### src/rtl/ov5640_cfg_pkg.sv
`default_nettype none
// ============================================================================
// ov5640_cfg_pkg
// Shared types, constants and the OV5640 init table image for the sequencer.
// Revision: 1.0
// ============================================================================
package ov5640_cfg_pkg;

    typedef enum logic [3:0] {
        ST_IDLE      = 4'd0,
        ST_FETCH     = 4'd1,
        ST_DECODE    = 4'd2,
        ST_ISSUE     = 4'd3,
        ST_WAIT_RDY  = 4'd4,
        ST_DELAY     = 4'd5,
        ST_NEXT_CAM  = 4'd6,
        ST_HPS_ISSUE = 4'd7,
        ST_HPS_WAIT  = 4'd8
    } state_t;

    typedef struct packed {
        logic [7:0]  data;
        logic [15:0] addr;
    } entry_t;

    localparam logic [15:0] ADDR_DELAY = 16'hFFFF;
    localparam logic [15:0] ADDR_END   = 16'hFFFE;

    // Soft reset, settle 1 ms, clock-source select; unused slots read as end marker.
    function automatic entry_t init_entry(input int unsigned idx);
        entry_t e;
        case (idx)
            0:       e = {8'h82, 16'h3008};
            1:       e = {8'h01, ADDR_DELAY};
            2:       e = {8'h00, ADDR_DELAY};
            3:       e = {8'h11, 16'h3103};
            default: e = {8'h00, ADDR_END};
        endcase
        return e;
    endfunction

endpackage
`default_nettype wire

### src/rtl/ov5640_init_rom.sv
`default_nettype none
// ============================================================================
// ov5640_init_rom
// Synchronous INIT_DEPTH x 24 init-table ROM, one cycle read latency.
// Revision: 1.0
// ============================================================================
module ov5640_init_rom
    import ov5640_cfg_pkg::*;
#(
    parameter int INIT_DEPTH = 512
) (
    input  logic                          clk_sys,
    input  logic [$clog2(INIT_DEPTH)-1:0] addr,
    output entry_t                        q
);

    always_ff @(posedge clk_sys) begin
        q <= init_entry(32'(addr));
    end

endmodule
`default_nettype wire

### src/rtl/ov5640_cfg_sequencer.sv
`default_nettype none
// ============================================================================
// ov5640_cfg_sequencer
// Walks the init table for each selected camera and arbitrates HPS writes
// onto a single SCCB master.
// Revision: 1.0
// ============================================================================
module ov5640_cfg_sequencer
    import ov5640_cfg_pkg::*;
#(
    parameter int CLK_PER_MS = 50000,
    parameter int INIT_DEPTH = 512
) (
    input  logic        clk_sys,
    input  logic        reset_n,
    input  logic        init_start,
    input  logic [1:0]  cam_sel,
    input  logic        hps_valid,
    input  logic [15:0] hps_addr,
    input  logic [7:0]  hps_data,
    input  logic        hps_cam,
    output logic        hps_ready,
    input  logic        ready_ov5640,
    output logic        start_ov5640,
    output logic [15:0] address_ov5640,
    output logic [7:0]  data_ov5640,
    output logic        cam_id,
    output logic        init_busy,
    output logic [1:0]  init_done
);

    localparam int AW = $clog2(INIT_DEPTH);
    localparam int PW = (CLK_PER_MS > 1) ? $clog2(CLK_PER_MS) : 1;
    localparam logic [PW-1:0] PRE_RELOAD = PW'(CLK_PER_MS - 1);
    localparam logic [AW-1:0] LAST_IDX   = AW'(INIT_DEPTH - 1);

    state_t        r_state;
    state_t        w_state_n;
    entry_t        w_rom_q;
    logic [AW-1:0] r_idx;
    logic [7:0]    r_ms;
    logic [PW-1:0] r_pre;
    logic [1:0]    r_cam_sel;
    logic          r_cam;
    logic          r_first;
    logic          r_busy;
    logic [1:0]    r_done;
    logic [15:0]   r_hold_addr;
    logic [7:0]    r_hold_data;
    logic          r_hold_cam;
    logic [15:0]   r_hps_addr;
    logic [7:0]    r_hps_data;
    logic          r_hps_cam;

    logic        w_start;
    logic        w_hps_ready;
    logic        w_init_go;
    logic        w_hps_go;
    logic        w_next_idx;
    logic        w_load_delay;
    logic        w_cam_done;
    logic        w_cam1_go;
    logic        w_finish;
    logic [15:0] w_issue_addr;
    logic [7:0]  w_issue_data;
    logic        w_issue_cam;

    ov5640_init_rom #(
        .INIT_DEPTH (INIT_DEPTH)
    ) u_rom (
        .clk_sys (clk_sys),
        .addr    (r_idx),
        .q       (w_rom_q)
    );

    always_ff @(posedge clk_sys or negedge reset_n) begin
        if (!reset_n) begin
            r_state <= ST_IDLE;
        end else begin
            r_state <= w_state_n;
        end
    end

    always_comb begin
        w_state_n    = r_state;
        w_start      = 1'b0;
        w_hps_ready  = 1'b0;
        w_init_go    = 1'b0;
        w_hps_go     = 1'b0;
        w_next_idx   = 1'b0;
        w_load_delay = 1'b0;
        w_cam_done   = 1'b0;
        w_cam1_go    = 1'b0;
        w_finish     = 1'b0;
        unique case (r_state)
            ST_IDLE: begin
                if (init_start && (cam_sel != 2'b00)) begin
                    w_init_go = 1'b1;
                    w_state_n = ST_FETCH;
                end else if (hps_valid) begin
                    w_hps_ready = 1'b1;
                    w_hps_go    = 1'b1;
                    w_state_n   = ST_HPS_ISSUE;
                end
            end
            ST_FETCH: w_state_n = ST_DECODE;
            ST_DECODE: begin
                if ((w_rom_q.addr == ADDR_END) || (r_idx == LAST_IDX)) begin
                    w_state_n = ST_NEXT_CAM;
                end else if (w_rom_q.addr == ADDR_DELAY) begin
                    w_load_delay = 1'b1;
                    w_state_n    = ST_DELAY;
                end else begin
                    w_state_n = ST_ISSUE;
                end
            end
            ST_ISSUE: begin
                if (ready_ov5640) begin
                    w_start   = 1'b1;
                    w_state_n = ST_WAIT_RDY;
                end
            end
            // The master only drops ready a cycle after the strobe, so the
            // first post-strobe cycle cannot be trusted.
            ST_WAIT_RDY: begin
                if (!r_first && ready_ov5640) begin
                    w_next_idx = 1'b1;
                    w_state_n  = ST_FETCH;
                end
            end
            ST_DELAY: begin
                if ((r_ms == 8'd0) || ((r_pre == '0) && (r_ms == 8'd1))) begin
                    w_next_idx = 1'b1;
                    w_state_n  = ST_FETCH;
                end
            end
            ST_NEXT_CAM: begin
                w_cam_done = 1'b1;
                if (!r_cam && r_cam_sel[1]) begin
                    w_cam1_go = 1'b1;
                    w_state_n = ST_FETCH;
                end else begin
                    w_finish  = 1'b1;
                    w_state_n = ST_IDLE;
                end
            end
            ST_HPS_ISSUE: begin
                if (ready_ov5640) begin
                    w_start   = 1'b1;
                    w_state_n = ST_HPS_WAIT;
                end
            end
            ST_HPS_WAIT: begin
                if (!r_first && ready_ov5640) begin
                    w_state_n = ST_IDLE;
                end
            end
            default: w_state_n = ST_IDLE;
        endcase
    end

    assign w_issue_addr = (r_state == ST_HPS_ISSUE) ? r_hps_addr : w_rom_q.addr;
    assign w_issue_data = (r_state == ST_HPS_ISSUE) ? r_hps_data : w_rom_q.data;
    assign w_issue_cam  = (r_state == ST_HPS_ISSUE) ? r_hps_cam  : r_cam;

    always_ff @(posedge clk_sys or negedge reset_n) begin
        if (!reset_n) begin
            r_idx       <= '0;
            r_ms        <= 8'd0;
            r_pre       <= '0;
            r_cam_sel   <= 2'b00;
            r_cam       <= 1'b0;
            r_first     <= 1'b0;
            r_busy      <= 1'b0;
            r_done      <= 2'b00;
            r_hold_addr <= 16'd0;
            r_hold_data <= 8'd0;
            r_hold_cam  <= 1'b0;
            r_hps_addr  <= 16'd0;
            r_hps_data  <= 8'd0;
            r_hps_cam   <= 1'b0;
        end else begin
            r_first <= w_start;
            if (w_start) begin
                r_hold_addr <= w_issue_addr;
                r_hold_data <= w_issue_data;
                r_hold_cam  <= w_issue_cam;
            end
            if (w_init_go) begin
                r_cam_sel <= cam_sel;
                r_cam     <= ~cam_sel[0];
                r_idx     <= '0;
                r_done    <= 2'b00;
                r_busy    <= 1'b1;
            end
            if (w_hps_go) begin
                r_hps_addr <= hps_addr;
                r_hps_data <= hps_data;
                r_hps_cam  <= hps_cam;
            end
            if (w_next_idx) begin
                r_idx <= r_idx + AW'(1);
            end
            if (w_load_delay) begin
                r_ms  <= w_rom_q.data;
                r_pre <= PRE_RELOAD;
            end else if (r_state == ST_DELAY) begin
                if (r_pre == '0) begin
                    r_pre <= PRE_RELOAD;
                    r_ms  <= r_ms - 8'd1;
                end else begin
                    r_pre <= r_pre - PW'(1);
                end
            end
            if (w_cam_done) begin
                r_done[r_cam] <= 1'b1;
            end
            if (w_cam1_go) begin
                r_cam <= 1'b1;
                r_idx <= '0;
            end
            if (w_finish) begin
                r_busy <= 1'b0;
            end
        end
    end

    assign start_ov5640   = w_start;
    assign hps_ready      = w_hps_ready;
    assign address_ov5640 = w_start ? w_issue_addr : r_hold_addr;
    assign data_ov5640    = w_start ? w_issue_data : r_hold_data;
    assign cam_id         = w_start ? w_issue_cam  : r_hold_cam;
    assign init_busy      = r_busy;
    assign init_done      = r_done;

endmodule
`default_nettype wire
### config.mk
export PLATFORM = sky130hd
export DESIGN_NAME = ov5640_cfg_sequencer
export DESIGN_NICKNAME = d
export VERILOG_FILES = /design/src/rtl/ov5640_cfg_pkg.sv /design/src/rtl/ov5640_init_rom.sv /design/src/rtl/ov5640_cfg_sequencer.sv
export SDC_FILE = /design/constraint.sdc
export NUM_CORES = 1
export LEC_CHECK = 0
export CORE_MARGIN = 2
export CORE_UTILIZATION = 45
export DETAILED_ROUTE_END_ITERATION = 10
export GPL_TIMING_DRIVEN = 0
export PLACE_DENSITY = 0.76
export SYNTH_ARGS = -nofsm -noshare
export SYNTH_HDL_FRONTEND = slang
export SYNTH_SLANG_ARGS = --single-unit
### constraint.sdc
create_clock -name clk_sys -period 3.2 [get_ports clk_sys]
set_input_delay 0.32 -clock clk_sys [delete_from_list [all_inputs] [get_ports clk_sys]]
set_output_delay 0.32 -clock clk_sys [all_outputs]
set_load 0.05 [all_outputs]
==> reports/results.txt <==
Final-layout fill cell count = 934
Count of cell types in the netlist = 60
Combinational Power Share = 46.0%
Async set-reset flop share out of synthesis = 93.0%
Number of buffers and inverters on the critical path = 5
Most instantiated library cell after synthesis = sky130_fd_sc_hd__nand2_1
Critical path fanouts, max = 10
Row count = 37
Dominant delay contributor by cell family on the critical path = buffers and inverters
Switching power of the nets = 0.00242 W
Maximum clock insertion buffer count = 2
Nature of the critical path startpoint = register
Slowest stage delay, CP = 0.42 ns
Global-route wire length before repair = 18700 µm
FMAX = 331 MHz
Post-synthesis sequential area ratio = 52.2%
Clock sink count = 100
Number of buffers added on ports = 61
Routed wirelength normalized by instance count = 15.5 µm
Final setup fails = 0
Detailed-route wire length = 11200 µm
Fraction of layout cells with a size suffix above 1 = 8.97%
Number of warnings reported in the yosys synthesis log = 0
Data arrival time of the worst path = 2.70 ns
Synth Register Bits = 100
Worst reg2reg path startpoint = r_idx[0]
Post-Syn Instances = 513
Clock-pin transition on the worst setup and hold timing paths = 0.10 ns
Reported leakage power = 2.56 nW
Data required time of the worst path = 2.88 ns
Power Dens Cells = 930 nW/µm²
Cts bufs inserted = 9
Synth top area cells = sky130_fd_sc_hd__dfrtp_1 (49%), sky130_fd_sc_hd__nand2_1 (9.1%), sky130_fd_sc_hd__o21ai_0 (4.1%), sky130_fd_sc_hd__a21oi_1 (3.0%), sky130_fd_sc_hd__dfxtp_1 (3.0%)
Setup skew after layout = 0.00872 ns
Synthesized cell area = 4730 µm²
RSZ-0062 raised after global routing = true
Sequential share of power = 38.8%
H-tree depth reported by CTS = 3
Main flop type after synthesis = sky130_fd_sc_hd__dfrtp_1
Type of element capturing the critical path = output pin
Per-instance average area after synthesis = 9.21 µm²
DIE WIDTH = 106 µm
Number of hold-slack violations in the final timing report = 0
Clock root buffer = sky130_fd_sc_hd__clkbuf_8
Max-Slew Margin vs Limit = 41.2%
Area share of the largest cell type after synthesis = 49.2%
Post-detailed-route via-to-cell ratio = 5.50
Worst reg-to-reg setup slack = 0.33 ns
Grt total ovfl = 0
Shortest period the worst path allows = 3.02 ns
Final Max Slew Viols = 0
Critical path class = reg2out
Die Ht = 106 µm
DP Worst Slack = -0.472 ns
Area overhead of the layout relative to synthesis = 20.0%
Pin count of the biggest net entering global routing = 48
Largest area contributor in the netlist = sky130_fd_sc_hd__dfrtp_1
Hold_sp = hps_addr[9]
Commonest cells post-synth = sky130_fd_sc_hd__nand2_1 (115), sky130_fd_sc_hd__dfrtp_1 (93), sky130_fd_sc_hd__o21ai_0 (39)
Worst setup margin = 0.181 ns
Post-route clock period utilization = 94.3%
Total power draw = 0.00527 W
Clock power frac = 15.2%
Run status = completed
Routability cong. = 0.896
Number of flops mapped to enable cells by yosys = 0
Destination of the worst hold path = r_hps_addr[9]
Antenna violation net count after detailed routing = 0
Number of nets in the synthesized netlist = 555
Critical path, cell by cell = buf_1 > inv_1 > nand4_1 > clkbuf_2 > clkbuf_1 > nand2_1 > o21ai_0 > clkdlybuf4s15_2
Initial Util = 46.0%
Worst-Skew Late Latency = 0.37 ns
Antenna diodes = 0
Pint = 0.00286 W
Hold path depth = 3
Initial antenna violation count = 0
Placed wire-length estimate after detailed placement = 8130 µm
Top-level I/O count = 62
Starting DRC count in detailed routing = 288
TritonRoute pass-1 iters = 5
Vias in the first global route = 3892
Global Route Usage Sum = 20.8%
Clock tree from TritonCTS = yes
Nets = 628
Reg2Reg Capture Point = r_pre[3]
Area enclosed by the die boundary = 11300 µm²
Worst R2R Path Depth = 11
Measured slew at the worst slew-check pin = 0.880 ns
Count of maximum capacitance violations = 0
Via count = 4000
# DRC = 0
Placeable core area = 10300 µm²
Slowest stage cell on the critical path = sky130_fd_sc_hd__clkdlybuf4s15_2
Path category of the worst min-delay check = in2reg
IR drop worst, VDD = 0.000467 V
Switching Share = 45.8%
## cell usage in the layout (no fill, tap or decap), types with 3 or more instances in the layout
cell                                n
sky130_fd_sc_hd__a211oi_1           4
sky130_fd_sc_hd__a21o_1             5
sky130_fd_sc_hd__a21oi_1           28
sky130_fd_sc_hd__a22o_1             6
sky130_fd_sc_hd__a31oi_1            5
sky130_fd_sc_hd__a32oi_1            3
sky130_fd_sc_hd__and2_1             3
sky130_fd_sc_hd__and3_1             5
sky130_fd_sc_hd__buf_1              3
sky130_fd_sc_hd__clkbuf_1          14
sky130_fd_sc_hd__clkbuf_2          21
sky130_fd_sc_hd__clkbuf_8           9
sky130_fd_sc_hd__clkdlybuf4s15_2    6
sky130_fd_sc_hd__clkdlybuf4s50_1   33
sky130_fd_sc_hd__dfrtp_1           93
sky130_fd_sc_hd__dfxtp_1            7
sky130_fd_sc_hd__dlygate4sd2_1      5
sky130_fd_sc_hd__ha_1              10
sky130_fd_sc_hd__inv_1             18
sky130_fd_sc_hd__mux2i_1            6
sky130_fd_sc_hd__nand2_1          115
sky130_fd_sc_hd__nand2b_1          10
sky130_fd_sc_hd__nand3_1           16
sky130_fd_sc_hd__nand3b_1           3
sky130_fd_sc_hd__nand4_1            4
sky130_fd_sc_hd__nor2_1            27
sky130_fd_sc_hd__nor2b_1            6
sky130_fd_sc_hd__nor3_1            13
sky130_fd_sc_hd__nor3b_1            4
sky130_fd_sc_hd__nor4_1             6
sky130_fd_sc_hd__nor4b_1            3
sky130_fd_sc_hd__nor4bb_1           3
sky130_fd_sc_hd__o211ai_1           4
sky130_fd_sc_hd__o21ai_0           38
sky130_fd_sc_hd__xnor2_1            4
sky130_fd_sc_hd__xor2_1             5
## per-layer routing
| metal | routed length (µm) | vias up | GRT usage (%) | part of all wire (%) |
|---|---|---|---|---|
| li1 | - | 1930 | - | - |
| met5 | 0 | - | 0 | 0 |
| met4 | 318 | 0 | 7.88 | 2.8 |
| met1 | 4890 | 1927 | 27.2 | 43 |
| met3 | 518 | 33 | 4.17 | 4.6 |
| met2 | 5520 | 110 | 34.2 | 49 |
## worst register-to-register path, cell delays in order, from the launching register on
cell	delay (ns)
sky130_fd_sc_hd__dfrtp_1	0.46
sky130_fd_sc_hd__ha_1	0.31
sky130_fd_sc_hd__and3_1	0.24
sky130_fd_sc_hd__nand3_1	0.13
sky130_fd_sc_hd__nor2_1	0.07
sky130_fd_sc_hd__ha_1	0.21
sky130_fd_sc_hd__nor2b_1	0.26
sky130_fd_sc_hd__and3_1	0.20
sky130_fd_sc_hd__clkbuf_1	0.23
sky130_fd_sc_hd__clkbuf_1	0.43
sky130_fd_sc_hd__nor2_1	0.09
sky130_fd_sc_hd__a32oi_1	0.18
## power groups by stage
stage | Sequential [W] | Combinational, W | Clock, W
2_1_floorplan | 0.00205 | 0.00174 | 0
4_1_cts | 0.00204 | 0.00246 | 0.000819
3_5_place_dp | 0.00206 | 0.00254 | 0
5_1_grt | 0.00211 | 0.00265 | 0.000866
6_report | 0.00205 | 0.00243 | 0.000799
3_3_place_gp | 0.00204 | 0.00248 | 0
## cell type report
type | instances | area (µm²) | share of cell area [%]
Inverter | 19 | 71.3 | 1.26
Clock inverter | 5 | 61.3 | 1.08
Timing Repair Buffer | 63 | 567 | 10.0
Buffer | 23 | 103 | 1.81
Multi-Input combinational cell | 370 | 2100 | 37.0
Clock buffer | 11 | 131 | 2.32
Tap cell | 136 | 170 | 3.00
Sequential cell | 100 | 2470 | 43.5
## per-stage QoR
| stage | utilization, % | setup TNS [ns] | cells | area, µm² | hold WS (ns) |
|---|---|---|---|---|---|
| CTS | 55.8 | -0.0539 | 728 | 5740 | 0.460 |
| floorplan | - | 0 | 513 | 4730 | 0.0244 |
| global placement | 53.6 | -141.83 | 710 | 5510 | 0.459 |
| global route | 55.2 | -0.0359 | 727 | 5670 | 0.472 |
| detailed placement | 53.8 | -1.32 | 711 | 5530 | 0.380 |
| finish | 55.2 | 0 | 727 | 5670 | 0.467 |
## flip-flops by register name, indices dropped and copies added, names as in the netlist
name / count
r_first: 1
u_rom.q: 7
r_hold_addr: 16
r_hps_cam: 1
init_busy: 1
r_ms: 8
r_cam_sel: 1
r_hold_cam: 1
r_hps_addr: 16
r_hps_data: 8
r_hold_data: 8
init_done: 2
r_pre: 16
r_state: 4
r_idx: 9
r_cam: 1
## logic make-up (layout without fill, tap and decap cells)
family	Yosys count	after routing	synth area share [%]
AND/OR/NAND/NOR	232	232	23.6
flip-flops	100	100	52.2
XOR/XNOR	9	9	1.67
AO/OA/AOI/OAI	112	112	14.7
buffers and inverters	43	121	3.63
adder cells (fa/ha/maj)	10	10	2.65
multiplexers	7	7	1.51
## worst max-delay path by stage
stage | startpoint | end | slack, ns | cells after the start
global placement | reset_n | r_hps_addr[2] | -1.52 | 1
detailed placement | cam_sel[0] | hps_ready | -0.47 | 6
finish | r_state[3] | address_ov5640[10] | 0.18 | 8
CTS | r_state[2] | address_ov5640[2] | -0.01 | 7
global route | r_state[3] | address_ov5640[10] | -0.04 | 8
floorplan | r_state[2] | address_ov5640[10] | 0.35 | 6
## timing repair
| item | CTS | global route |
|---|---|---|
| endpoints found under the setup margin | 27 | 26 |
| endpoints found under the hold margin | 46 | 0 |
| setup buffers | 0 | 0 |
| hold buffers | 1 | 0 |
| resized for setup | 52 | 51 |
Note: power is estimated with default switching activity, not from simulation.
==> variant 1: new RTL, same settings <==
Change the parameter `CLK_PER_MS` from 50000 to 12500.
--- a/src/rtl/ov5640_cfg_sequencer.sv
+++ b/src/rtl/ov5640_cfg_sequencer.sv
@@ -8,7 +8,7 @@
 module ov5640_cfg_sequencer
     import ov5640_cfg_pkg::*;
 #(
-    parameter int CLK_PER_MS = 50000,
+    parameter int CLK_PER_MS = 12500,
     parameter int INIT_DEPTH = 512
 ) (
     input  logic        clk_sys,
Behaviour: same outputs for any inputs over 10 cycles, from zero or initial values and one cycle with reset_n low; that may be too few to reach the edited logic, so the function may still have changed.
==> variant 1 against the original RTL <==
Worst hold slack got worse by 34 ps. Register-to-register slack improved by 80 ps. Final area fell by 0.33%. Total power rose by 5.0%. Sequential cell count fell by 2. Wire length rose by 0.44%. Worst setup slack got worse by 17 ps. Global-route usage rose by 0.56 points. Synthesized cell count fell by 4.5%. Synthesized area fell by 2.7%.
==> variant 1: results (changes against the original RTL) <==
final WL: 11,300 um (+0.44%)
Max IR drop VDD: 0.000567 V (+21%)
post-synthesis cell type count: 57 (-5.0%)
Leak: 2.57 nW (+0.39%)
DR WL/cell: 16.1 um (+4.2%)
pin count of the biggest net entering global routing: 60 (+25%)
crit path DAT: 2720 ps (+20 ps)
PwrDens: 980 nW/um2 (+5.4%)
clock skew: 10.7 ps (+1.95 ps)
sequential fraction of the synthesis area: 52.5% (+0.35 points)
gr usage total: 21.4% (+0.56 points)
worst-margin pin slew: 928 ps (+47.9 ps)
Hold WC Path Type: in -> async
Placed Instances: 685 (-3.7%)
1st-iter DRT viols: 220 (-24%)
H-tree depth: 3 (unchanged)
Synthesis Warnings: 0 (unchanged)
async set-reset flop share out of synthesis: 92.9% (-0.14 points)
Final #Nets: 605 (-3.7%)
Clock Tree Buf Depth: 2 (unchanged)
pre-CTS setup slack: -370 ps (+102 ps)
Crit-path slowest cell: dfrtp_1
first-pass GRT wire length: 19,100 um (+2.1%)
Skew-Pair Late Insertion Delay: 370 ps (about the same)
largest registers: r_hold_addr x16, r_hps_addr x16, r_pre x14
vias in the first global route: 3,894 (+0.051%)
Placed Area: 5400 um2 (-2.4%)
Filler cells: 872 (-6.6%)
CP max stage delay: 450 ps (+30 ps)
hpwl dp: 8070 um (-0.79%)
share of post-route cells with drive strength above 1: 11.8% (+2.8 points)
status: finished clean
largest cells by area after synthesis: dfrtp_1 (49%), nand2_1 (10%), o21ai_0 (3.5%), dfxtp_1 (3.0%), ha_1 (2.7%)
Avg Vias per Cell: 5.53 (+0.55%)
synthesized instance count: 490 (-4.5%)
routability cong.: 0.895 (about the same)
antenna violations before repair: 0 (unchanged)
most common library cells after synthesis: nand2_1 (123), dfrtp_1 (91), o21ai_0 (32), nor2_1 (27), a21oi_1 (20)
Mapped Nets: 532 (-4.1%)
variant 1: cell count changes in the layout (fill, tap and decap cells not counted), sizes merged, moves of 7 or more:
cell           before  now
o21ai              39   32
a21oi              28   20
clkdlybuf4s15       6   19
o31ai               1    8
clkbuf             44   32
nand2             115  123
inv                19   12
variant 1: path summary, 6_finish.rpt:
check                      slack, ps          start                end  depth (start not counted)
max reg2reg                      410       r_idx[0]           r_pre[0]                         10
min                              430        reset_n          r_pre[10]                          2
max                              160     r_state[2]  address_ov5640[7]                          7
min in group clk_sys             470    hps_addr[6]      r_hps_addr[6]                          3
max in group asynchronous       2130        reset_n     r_hold_addr[1]                          3
min reg2reg                      490  r_hps_data[3]      r_hps_data[3]                          2
variant 1: cell families (layout without fill, tap and decap cells):
family	after synthesis	in the layout	share of synthesized area, %
adders and majority gates	10	10	2.72
buffers and inverters	36	114	3.29
xor gates and xnor gates	13	13	2.47
AOI/OAI and AO/OA	97	97	13.5
DFF	98	98	52.5
muxes	3	3	0.734
and+or+nand+nor	233	233	24.8
variant 1: power breakdown:
part / internal (mW) / switching [mW]
clock network: 0.463 / 0.434
logic: 0.839 / 1.74
registers: 1.73 / 0.332
variant 1: what timing repair did:
action / in CTS / in global routing
endpoints found under the setup margin: 27 / 20
hold endpoints to repair: 32 / 0
hold buffers: 1 / 0
resized for setup: 89 / 18
variant 1: layer usage:
| metal | GRT usage [%] | part of all wire, % | wire (um) |
|---|---|---|---|
| met1 | 29.2 | 46 | 5180 |
| met2 | 34.6 | 48 | 5460 |
| met3 | 4.30 | 4.5 | 504 |
| met4 | 5.71 | 1.3 | 151 |
| met5 | 0 | 0 | 0 |
variant 1: area by class of cell:
type	instances	share of cell area [%]
multi-input combinational	356	36.1
sequential	98	42.8
clock buffer	10	2.44
inverter	13	0.886
buffer	22	1.90
timing repair buffer	63	11.4
tap	133	2.94
clock inverter	6	1.57
==> variant 2: new RTL, same settings <==
Without the edit above. Encoding of `state_t`: now one-hot (9 bits for 9 states).
--- a/src/rtl/ov5640_cfg_pkg.sv
+++ b/src/rtl/ov5640_cfg_pkg.sv
@@ -6,16 +6,16 @@
 // ============================================================================
 package ov5640_cfg_pkg;
 
-    typedef enum logic [3:0] {
-        ST_IDLE      = 4'd0,
-        ST_FETCH     = 4'd1,
-        ST_DECODE    = 4'd2,
-        ST_ISSUE     = 4'd3,
-        ST_WAIT_RDY  = 4'd4,
-        ST_DELAY     = 4'd5,
-        ST_NEXT_CAM  = 4'd6,
-        ST_HPS_ISSUE = 4'd7,
-        ST_HPS_WAIT  = 4'd8
+    typedef enum logic [8:0] {
+        ST_IDLE      = 9'b000000001,
+        ST_FETCH     = 9'b000000010,
+        ST_DECODE    = 9'b000000100,
+        ST_ISSUE     = 9'b000001000,
+        ST_WAIT_RDY  = 9'b000010000,
+        ST_DELAY     = 9'b000100000,
+        ST_NEXT_CAM  = 9'b001000000,
+        ST_HPS_ISSUE = 9'b010000000,
+        ST_HPS_WAIT  = 9'b100000000
     } state_t;
 
     typedef struct packed {
Behaviour: no difference found for any inputs over 10 cycles, from zero or initial values and one cycle with reset_n low; not proved beyond that.
==> variant 2 against the original RTL <==
Final area rose by 6.5%. Via count shrank 5.9%. Synthesized area rose by 4.8%. Worst hold slack got worse by 8.5 ps. Combinational power shrank 7%. Wire length is 3.7% lower. Worst setup slack got worse by 53 ps. Maximum frequency down 1.7%. Sequential cell count up 5. Total power decreased by 5.7%.
==> variant 2: results (changes against the original RTL) <==
Placed Instances: 673 (-5.3%)
GRT met3 Usage: 3.77% (-0.40 points)
number of iterations in the first detailed-routing pass: 4 (-1)
post-synthesis cell type count: 53 (-12%)
Mapped Nets: 513 (-7.6%)
share of post-route cells with drive strength above 1: 20.1% (+11 points)
Compound-Gate Fraction of Synth Area: 10.6% (-4.2 points)
Met2 Wirelength: 5480 um (-0.69%)
first-pass GRT wire length: 18,000 um (-3.6%)
Placed Area: 5780 um2 (+4.5%)
Filler cells: 937 (+0.32%)
Leak: 2.81 nW (+10%)
Skew-Pair Late Insertion Delay: 390 ps (+20 ps)
1st-iter DRT viols: 246 (-15%)
clock skew: 18.5 ps (+9.76 ps)
hpwl dp: 7890 um (-3.1%)
status: finished clean
multi-input combinational cell count: 330 (-11%)
fraction of area in registers: 43.0% (-0.56 points)
multi-input gate share of total cell area: 38.2% (+1.2 points)
inverters: 14 (-5)
Hold WC Path Type: in -> async
most common library cells after synthesis: dfrtp_1 (97), nor2_1 (50), a21oi_1 (36), mux2_2 (28), nand2_1 (27)
adder-cell share of the synthesized area: 2.53% (-0.12 points)
Signal buf overhead: 11.8% (-0.020 points)
sequential fraction of the synthesis area: 52.4% (+0.16 points)
async set-reset flop share out of synthesis: 93.3% (+0.33 points)
Final Cell Area: 6040 um2 (+6.5%)
multiplexer share of the synthesized area: 8.89% (+7.4 points)
Worst R2R End: r_pre[5]
Clock buf/inv share: 3.25% (-0.15 points)
wl on met1: 4850 um (-0.80%)
Final #Nets: 588 (-6.4%)
final WL: 10,800 um (-3.7%)
clkbuf count: 10 (-1)
routed wire length on met3: 329 um (-36%)
crit path DAT: 2750 ps (+50 ps)
Max IR drop VDD: 0.000684 V (+46%)
met2 GRT Util: 32.9% (-1.3 points)
met1 usage: 25.1% (-2.1 points)
routability cong.: 0.846 (-5.6%)
Syn Area/Cell: 10.5 um2 (+14%)
Critical Path Start: r_state[2]
worst-margin pin slew: 735 ps (-145 ps)
FF-to-FF path depth: 12 (+1)
Avg Vias per Cell: 5.45 (-1.0%)
R2R setup slack: 220 ps (-110 ps)
hold_ws: 459 ps (-8.54 ps)
Synth Area in XOR/XNOR: 3.89% (+2.2 points)
[variant 2: cell count changes after synthesis, sizes merged, moves of 5 or more]
cell	change
nor2	+22
mux2i	+5
xnor2	+10
and3	+5
mux2	+28
o21ai	-23
clkbuf	-6
nand2	-88
or3	+7
nand2b	-8
a21oi	+8
[variant 2: worst max path at each step]
stage	endpoint	slack, ps	cells past startpoint
after floorplan	data_ov5640[4]	-20	9
after global placement	r_hps_addr[5]	-1720	1
after detailed placement	address_ov5640[11]	-590	9
after CTS	data_ov5640[4]	-90	10
after global routing	address_ov5640[15]	-30	9
final	address_ov5640[11]	130	9
[variant 2: metrics by stage]
| step | TNS, ps | setup WS (ps) |
|---|---|---|
| 2_1_floorplan | -15.1 | -15.1 |
| 3_3_place_gp | -175460 | -1720 |
| 3_5_place_dp | -10000 | -585 |
| 4_1_cts | -108 | -92.2 |
| 5_1_grt | -30.7 | -30.7 |
| 6_report | 0 | 128 |
[variant 2: critical path, cell delays in order, from the launching register on]
cell and delay (ps):
dfrtp_1 370, clkbuf_4 180, or3_4 340, or4_4 470, nor3_4 140, and2_4 180
clkbuf_8 170, nor2_1 50, a21oi_1 220, buf_4 250
[variant 2: power by group]
part	total (mW)	internal (mW)	switching, mW	leakage (nW)
registers	1.90	1.71	0.187	1.30
clock network	0.810	0.322	0.488	0.102
logic	2.26	0.810	1.45	1.41
total	4.97	2.84	2.13	2.81
[variant 2: what timing repair did]
| action | 4_1_cts | 5_1_grt |
|---|---|---|
| resized for setup | 136 | 18 |
| hold buffers | 1 | 0 |
| pin swaps | 0 | 1 |
| endpoints found under the setup margin | 32 | 30 |
| hold endpoints to repair | 38 | 0 |
| buffers inserted | 1 | 1 |
